[src/rtl/chip2chip_master_control.sv]
// Master side of the 3-bit request/ack chip-to-chip link.
// Latches a value on send, lights a notice delay, then handshakes the value across to the slave.
module chip2chip_master_control #(
  parameter int DELAY_CYCLES   = 100000000,
  parameter int HOLD_CYCLES    = 100000000,
  parameter int TIMEOUT_CYCLES = 500000000,
  parameter int CNT_W          = 29
) (
  input  logic       clk,
  input  logic       rst,
  input  logic       send,
  input  logic [2:0] data_in,
  input  logic       ack,
  output logic       request,
  output logic       valid,
  output logic [2:0] data_out,
  output logic       notice,
  output logic       busy,
  output logic       err
);

  typedef enum logic [2:0] {
    IDLE    = 3'd0,
    NOTICE  = 3'd1,
    REQ     = 3'd2,
    SEND    = 3'd3,
    RELEASE = 3'd4
  } state_t;

  localparam logic [CNT_W-1:0] DELAY_LAST   = CNT_W'(DELAY_CYCLES - 1);
  localparam logic [CNT_W-1:0] HOLD_LAST    = CNT_W'(HOLD_CYCLES - 1);
  localparam logic [CNT_W-1:0] TIMEOUT_LAST = CNT_W'(TIMEOUT_CYCLES - 1);
  localparam logic [CNT_W-1:0] CNT_ONE      = CNT_W'(1);

  state_t           state_reg, state_next;
  logic [CNT_W-1:0] cnt_reg, cnt_next;
  logic [2:0]       data_reg, data_next;
  logic             err_next;
  logic             ack_meta, ack_s;

  // ack comes from another board: two flops before anything looks at it
  always_ff @(posedge clk or posedge rst) begin
    if (rst) begin
      ack_meta <= 1'b0;
      ack_s    <= 1'b0;
    end else begin
      ack_meta <= ack;
      ack_s    <= ack_meta;
    end
  end

  always_comb begin
    state_next = state_reg;
    cnt_next   = cnt_reg;
    data_next  = data_reg;
    err_next   = err;
    case (state_reg)
      IDLE: begin
        if (send) begin
          data_next  = data_in;
          err_next   = 1'b0;
          cnt_next   = '0;
          state_next = NOTICE;
        end
      end
      NOTICE: begin
        if (cnt_reg == DELAY_LAST) begin
          cnt_next   = '0;
          state_next = REQ;
        end else begin
          cnt_next = cnt_reg + CNT_ONE;
        end
      end
      REQ: begin
        // a late ack still beats the timeout on the same cycle
        if (ack_s) begin
          cnt_next   = '0;
          state_next = SEND;
        end else if (cnt_reg == TIMEOUT_LAST) begin
          err_next   = 1'b1;
          cnt_next   = '0;
          state_next = IDLE;
        end else begin
          cnt_next = cnt_reg + CNT_ONE;
        end
      end
      SEND: begin
        if (cnt_reg == HOLD_LAST) begin
          cnt_next   = '0;
          state_next = RELEASE;
        end else begin
          cnt_next = cnt_reg + CNT_ONE;
        end
      end
      RELEASE: begin
        if (!ack_s) state_next = IDLE;
      end
      default: begin
        cnt_next   = '0;
        state_next = IDLE;
      end
    endcase
  end

  // Outputs are registered from the next state so they move with the state register.
  always_ff @(posedge clk or posedge rst) begin
    if (rst) begin
      state_reg <= IDLE;
      cnt_reg   <= '0;
      data_reg  <= 3'd0;
      err       <= 1'b0;
      request   <= 1'b0;
      valid     <= 1'b0;
      data_out  <= 3'd0;
      notice    <= 1'b0;
      busy      <= 1'b0;
    end else begin
      state_reg <= state_next;
      cnt_reg   <= cnt_next;
      data_reg  <= data_next;
      err       <= err_next;
      request   <= (state_next == REQ);
      valid     <= (state_next == SEND);
      data_out  <= (state_next == SEND) ? data_next : 3'd0;
      notice    <= (state_next == NOTICE);
      busy      <= (state_next != IDLE);
    end
  end

endmodule

[config.mk]
export PLATFORM = sky130hd
export DESIGN_NAME = chip2chip_master_control
export DESIGN_NICKNAME = d
export VERILOG_FILES = /design/src/rtl/chip2chip_master_control.sv
export SDC_FILE = /design/constraint.sdc
export NUM_CORES = 1
export LEC_CHECK = 0
export BUFFER_PORTS_ARGS = -buffer_cell sky130_fd_sc_hd__buf_4
export CORE_MARGIN = 3
export CORE_UTILIZATION = 35
export DETAILED_ROUTE_END_ITERATION = 16
export HOLD_SLACK_MARGIN = 0.1
export PLACE_DENSITY_LB_ADDON = 0.25
export SYNTH_ARGS = -nofsm -noshare
export SYNTH_HDL_FRONTEND = slang
export SYNTH_SLANG_ARGS = --single-unit
[constraint.sdc]
create_clock -name clk -period 3.7 [get_ports clk]
set_input_delay 0.37 -clock clk [delete_from_list [all_inputs] [get_ports clk]]
set_output_delay 0.37 -clock clk [all_outputs]
set_load 0.03 [all_outputs]
# ---- Word level (Yosys, flattened, before mapping)
# Index checks and enable logic that the tools add are counted.
dict set report classes {
  addsub 1
  eq_ne 12
  mux 19
  bitwise_logic 1
  reduce_logical 6
}
# cell n
set op_table {}
lappend op_table {{$mux 29} 4}
lappend op_table {{$pmux 29 s4} 1}
lappend op_table {{$add 29x1->29 const B} 1}
lappend op_table {{$eq 29x27->1 const B} 1}
lappend op_table {{$eq 29x29->1 const B} 1}
lappend op_table {{$mux 3} 9}
lappend op_table {{$pmux 3 s5} 1}
lappend op_table {{$eq 3x2->1 const B} 4}
lappend op_table {{$eq 3x1->1 const B} 2}
lappend op_table {{$ne 2x2->1 const B} 3}
lappend op_table {{$reduce_and 4->1} 1}
lappend op_table {{$eq 3x3->1 const B} 1}
lappend op_table {{$logic_not 3->1} 1}
lappend op_table {{$mux 1} 3}
lappend op_table {{$reduce_bool 3->1} 1}
lappend op_table {{$pmux 1 s2} 1}
lappend op_table {{$reduce_and 2->1} 1}
lappend op_table {{$reduce_bool 2->1} 1}
lappend op_table {{$reduce_or 2->1} 1}
lappend op_table {{$not 1->1} 1}
dict set report word_totals {
  register_bits 45
  inputBits 7
  output_inout_bits 8
  elab_cells 50
}

# ---- Logic depth before layout (Yosys ltp)
dict set report depth {
  depth_word 6
  depth_mapped 7
  mapped_depth_nobuf 6
}

# ---- Least setup slack after synthesis
# OpenSTA, ideal clock, no wires.
dict set report synth_path {
  path_kind {register to register}
  from {register cnt_reg[17]}
  to {register cnt_reg[8]}
  setup_ns 0.119
  arrival_ns 2.028
  required_ns 3.581
  path_slack_ns 1.554
  path_stages_with_launch 7
  n_path_buf 1
  cell_sequence {dfrtp_1 or4b_4 nor4_4 nand2_2 a211oi_2 buf_6 nor2_1}
}
dict set report synth_via {
  elab_chain_len 4
}
# item line
set synth_rtl {}
lappend synth_rtl {{start: declaration} 36} ;# logic [CNT_W-1:0] cnt_reg, cnt_next;
lappend synth_rtl {{start signal: assignment} 119} ;# cnt_reg <= cnt_next;
lappend synth_rtl {{$eq 29x29->1} 79} ;# end else if (cnt_reg == TIMEOUT_LAST) begin
lappend synth_rtl {{$mux 29} 79}
lappend synth_rtl {{$mux 29} 76} ;# if (ack_s) begin
lappend synth_rtl {{$pmux 29 s4 *} 57} ;# case (state_reg)
# Every way passes the cells marked *; elsewhere a longest branch is shown, timed or not.
# A chain may end at the register's enable or synchronous reset.

# ---- Worst setup path in the final report
dict set report layout_path {
  from {register cnt_reg[0]}
  to {register cnt_reg[18]}
}
dict set report layout_via {
  elab_chain_len 4
}
# item line
set layout_rtl {}
lappend layout_rtl {{$add 29x1->29 / $eq 29x29->1 (equally long branches)} -}
lappend layout_rtl {{$mux 29} 79}
lappend layout_rtl {{$mux 29} 76}
lappend layout_rtl {{$pmux 29 s4 *} 57}
# Marks and branches as above.

==> results.ini <==
[power_and_ir_drop]
p_int_mw = 0.741
switchingPower_mw = 0.307
power.leakage_nw = 1.14
seqPwrFrac_pct = 55.8
power.density_mw_per_mm2 = 402
peakVddDrop_mv = 0.203
p_clk_share_pct = 30.2
sw_frac_of_total_pct = 29.3
p_comb_share_pct = 13.9

[synth]
avgSynthCellArea_um2 = 9.83
synth_edf_count = 0
synth_seq_cells = 45
synthTopCellsByArea = dfrtp_1 (48%), xor2_1 (6.4%), nor2_1 (5.2%)
netlist_instances = 237
synth_top_area_share_pct = 48.3
ys_warn_count = 0
synth.distinct_cells = 46
yosysSeqAreaShare_pct = 48.3
synth-async-reset-ratio_pct = 100
synth_nets = 245
synth_area_mm2 = 0.00233
synth_largest_area_cell = dfrtp_1
synth_ff_type = dfrtp_1

[worst_setup_path]
worst_r2r_endpoint = cnt_reg[18]
crit_slowest_cell = nor4_4
cp.required_ps = 3880
rr_worst_depth = 7
timing.reg2reg.setup_slack_ps = 1250
critPathMaxStageDelay_ps = 650
path_class = register to register
worstSetupStartpointType = register
cp_cell_sequence = ha_1, nand3_1, nor4_4, nand2_2, a211oi_2, buf_4, nor2_1
r2r-start = cnt_reg[0]
path_max_fanout = 21
worst_setup_path_end_kind = register
worstPathArrival_ps = 2630

[placement]
place_inst = 324
port_buffers = 14
gp_congestion = 0.784
post-place-ws_ps = 1250
hpwl_um = 3460

[global_route]
grt_max_degree = 46
gr-total-overflow = 0
antenna_found_initial = 0
track_usage_pct = 13.7
grt_pass1_wl_um = 8240
grt_pass1_vias = 1726

[flow_run]
maxCapViolations = 0

[clocking]
ctsLongestPathBuffers = 2
htreeDepth = 2
ctsHoldBuffers = 0
cts_tree = built
post_cts_buffers = 0
cts.sinks = 45
cts_inserted_buffers = 5
clock_latency_ps = 300
ctsRootBufferMaster = clkbuf_8
cts_resized = 0
path_clk_slew_ps = 90

[timing]
slew_violations = 0
tightest_slew_ps = 919
fin_skew_ps = 10.4
hold_violations = 0
slew_headroom_pct = 38.6
fin_crit_sh_pct = 66.2
setup_ws_ps = 1250
grt_setup_unrepaired = false
post-route-min-period_ps = 2450
fmax_mhz = 408
setup_viol = 0
setup_tns_ps = 0

[detailed_routing]
drc = 0
drt_first_pass_iters = 4
drt_iter0_drc = 110
ant_nets = 0
avgRoutedWirePerCell_um = 14.7
wirelength_um = 4890
vias_per_cell = 5.41
vias = 1797

[min_path]
min_path_cells = 1
min_path_type = input pin to register
hold_start = ack
min_to = ack_meta

[floorplanning]
die-area_mm2 = 0.00767
fp.dieH_um = 87.6
start_util_pct = 36.5
die_x_um = 87.6
rows = 29
io-pin-count = 15
core_area_mm2 = 0.00639

[status]
status = complete, no violations

[finish]
syn2layout_area_growth_pct = 11.9
stdcell_count = 332
layout-drive-gt1-share_pct = 15.7
largest_reg_flops = 29
n_antenna_cell = 0
fillCellCount = 660
nets = 262

[final cells by class]
class / instances / area [um^2] / area share [%]
Clock buffer: 5 / 68.8 / 2.64
Clock inverter: 3 / 26.3 / 1.01
Inverter: 11 / 41.3 / 1.58
Multi-Input combinational cell: 174 / 1120 / 43.0
Sequential cell: 45 / 1130 / 43.2
Tap cell: 77 / 96.3 / 3.70
Timing Repair Buffer: 17 / 128 / 4.90
[per-layer routing]
metal	vias to the layer above	global-route usage (%)	share of wire (%)
li1	882	-	-
met1	879	17.9	48
met2	29	21.9	47
met3	7	3.57	4.4
met4	0	4.74	1.5
met5	-	0	0
[power by group through the flow]
stage,clock network (mW),logic [mW],registers [mW]
after global routing,0.350,0.171,0.594
after detailed placement,0,0.150,0.595
final,0.317,0.146,0.585
after global placement,0,0.147,0.594
after CTS,0.331,0.150,0.586
after floorplan,0,0.117,0.586
[cell usage in the layout (no fill, tap or decap), types with 3 or more instances in the layout]
master	instances
dfrtp_1	45
nor2_1	32
nand2_1	19
xor2_1	17
buf_4	17
nand3_1	15
inv_1	10
nand4_1	10
and3_1	6
o21ai_0	5
a21oi_1	5
xnor2_1	5
clkbuf_8	5
and4_1	4
nand2b_1	4
a211oi_1	4
o31ai_1	4
nor4b_1	3
and4b_1	3
and2_1	3
nor4_1	3
mux2_2	3
a221oi_1	3
[synth_stat cells (2+ instances only)]
library cell	instances
nor4b_1	3
dfrtp_1	45
buf_6	2
o21ai_0	5
a21oi_2	2
nor2_1	32
and2_1	3
xor2_1	17
and4b_1	3
nor2b_1	2
a21oi_1	5
nor4_1	3
and3_1	6
nor3_1	2
and4_1	4
o31ai_1	4
nor2_2	2
nand4_1	10
xnor2_1	5
a211oi_1	4
nand2b_1	4
inv_1	11
nand3_1	15
a221oi_1	3
clkbuf_1	3
nand2_1	19
mux2_2	3
a2bb2oi_1	2
[cell families (layout without fill, tap and decap cells)]
kind of cell / after synthesis / after routing / synth area share, %
simple gates: 114 / 114 / 26.7
fa+ha+maj: 1 / 1 / 0.537
buf+inv: 18 / 36 / 3.60
xor+xnor: 22 / 22 / 8.27
mux: 3 / 3 / 1.45
compound gates: 34 / 34 / 11.1
flops: 45 / 45 / 48.3
[per-stage QoR]
stage / area, um^2 / power [mW] / util, % / hold slack [ps]
6_report: 2610 / 1.05 / 40.8 / 176
5_1_grt: 2610 / 1.11 / 40.8 / 160
4_1_cts: 2610 / 1.07 / 40.8 / 166
3_5_place_dp: 2510 / 0.745 / 39.3 / 339
3_3_place_gp: 2510 / 0.741 / 39.3 / 350
2_1_floorplan: 2330 / 0.704 / - / 331
[worst max-delay path by stage]
| stage | startpoint | end | slack [ps] | depth (start not counted) |
|---|---|---|---|---|
| after floorplan | cnt_reg[17] | cnt_reg[8] | 1550 | 6 |
| final | cnt_reg[0] | cnt_reg[18] | 1250 | 7 |
| after global placement | cnt_reg[0] | cnt_reg[9] | 1300 | 7 |
| after CTS | cnt_reg[0] | cnt_reg[18] | 1220 | 7 |
| after global routing | cnt_reg[0] | cnt_reg[23] | 1050 | 7 |
| after detailed placement | cnt_reg[0] | cnt_reg[18] | 1250 | 7 |
[critical path: cells and delay by family (launching register included)]
family	cells	cell delay, ps
AND/OR/NAND/NOR	4	1210
flip-flops	1	380
buffers and inverters	1	280
AO/OA/AOI/OAI	1	250
adder cells (fa/ha/maj)	1	190
Note: power is estimated with default switching activity, not from simulation.
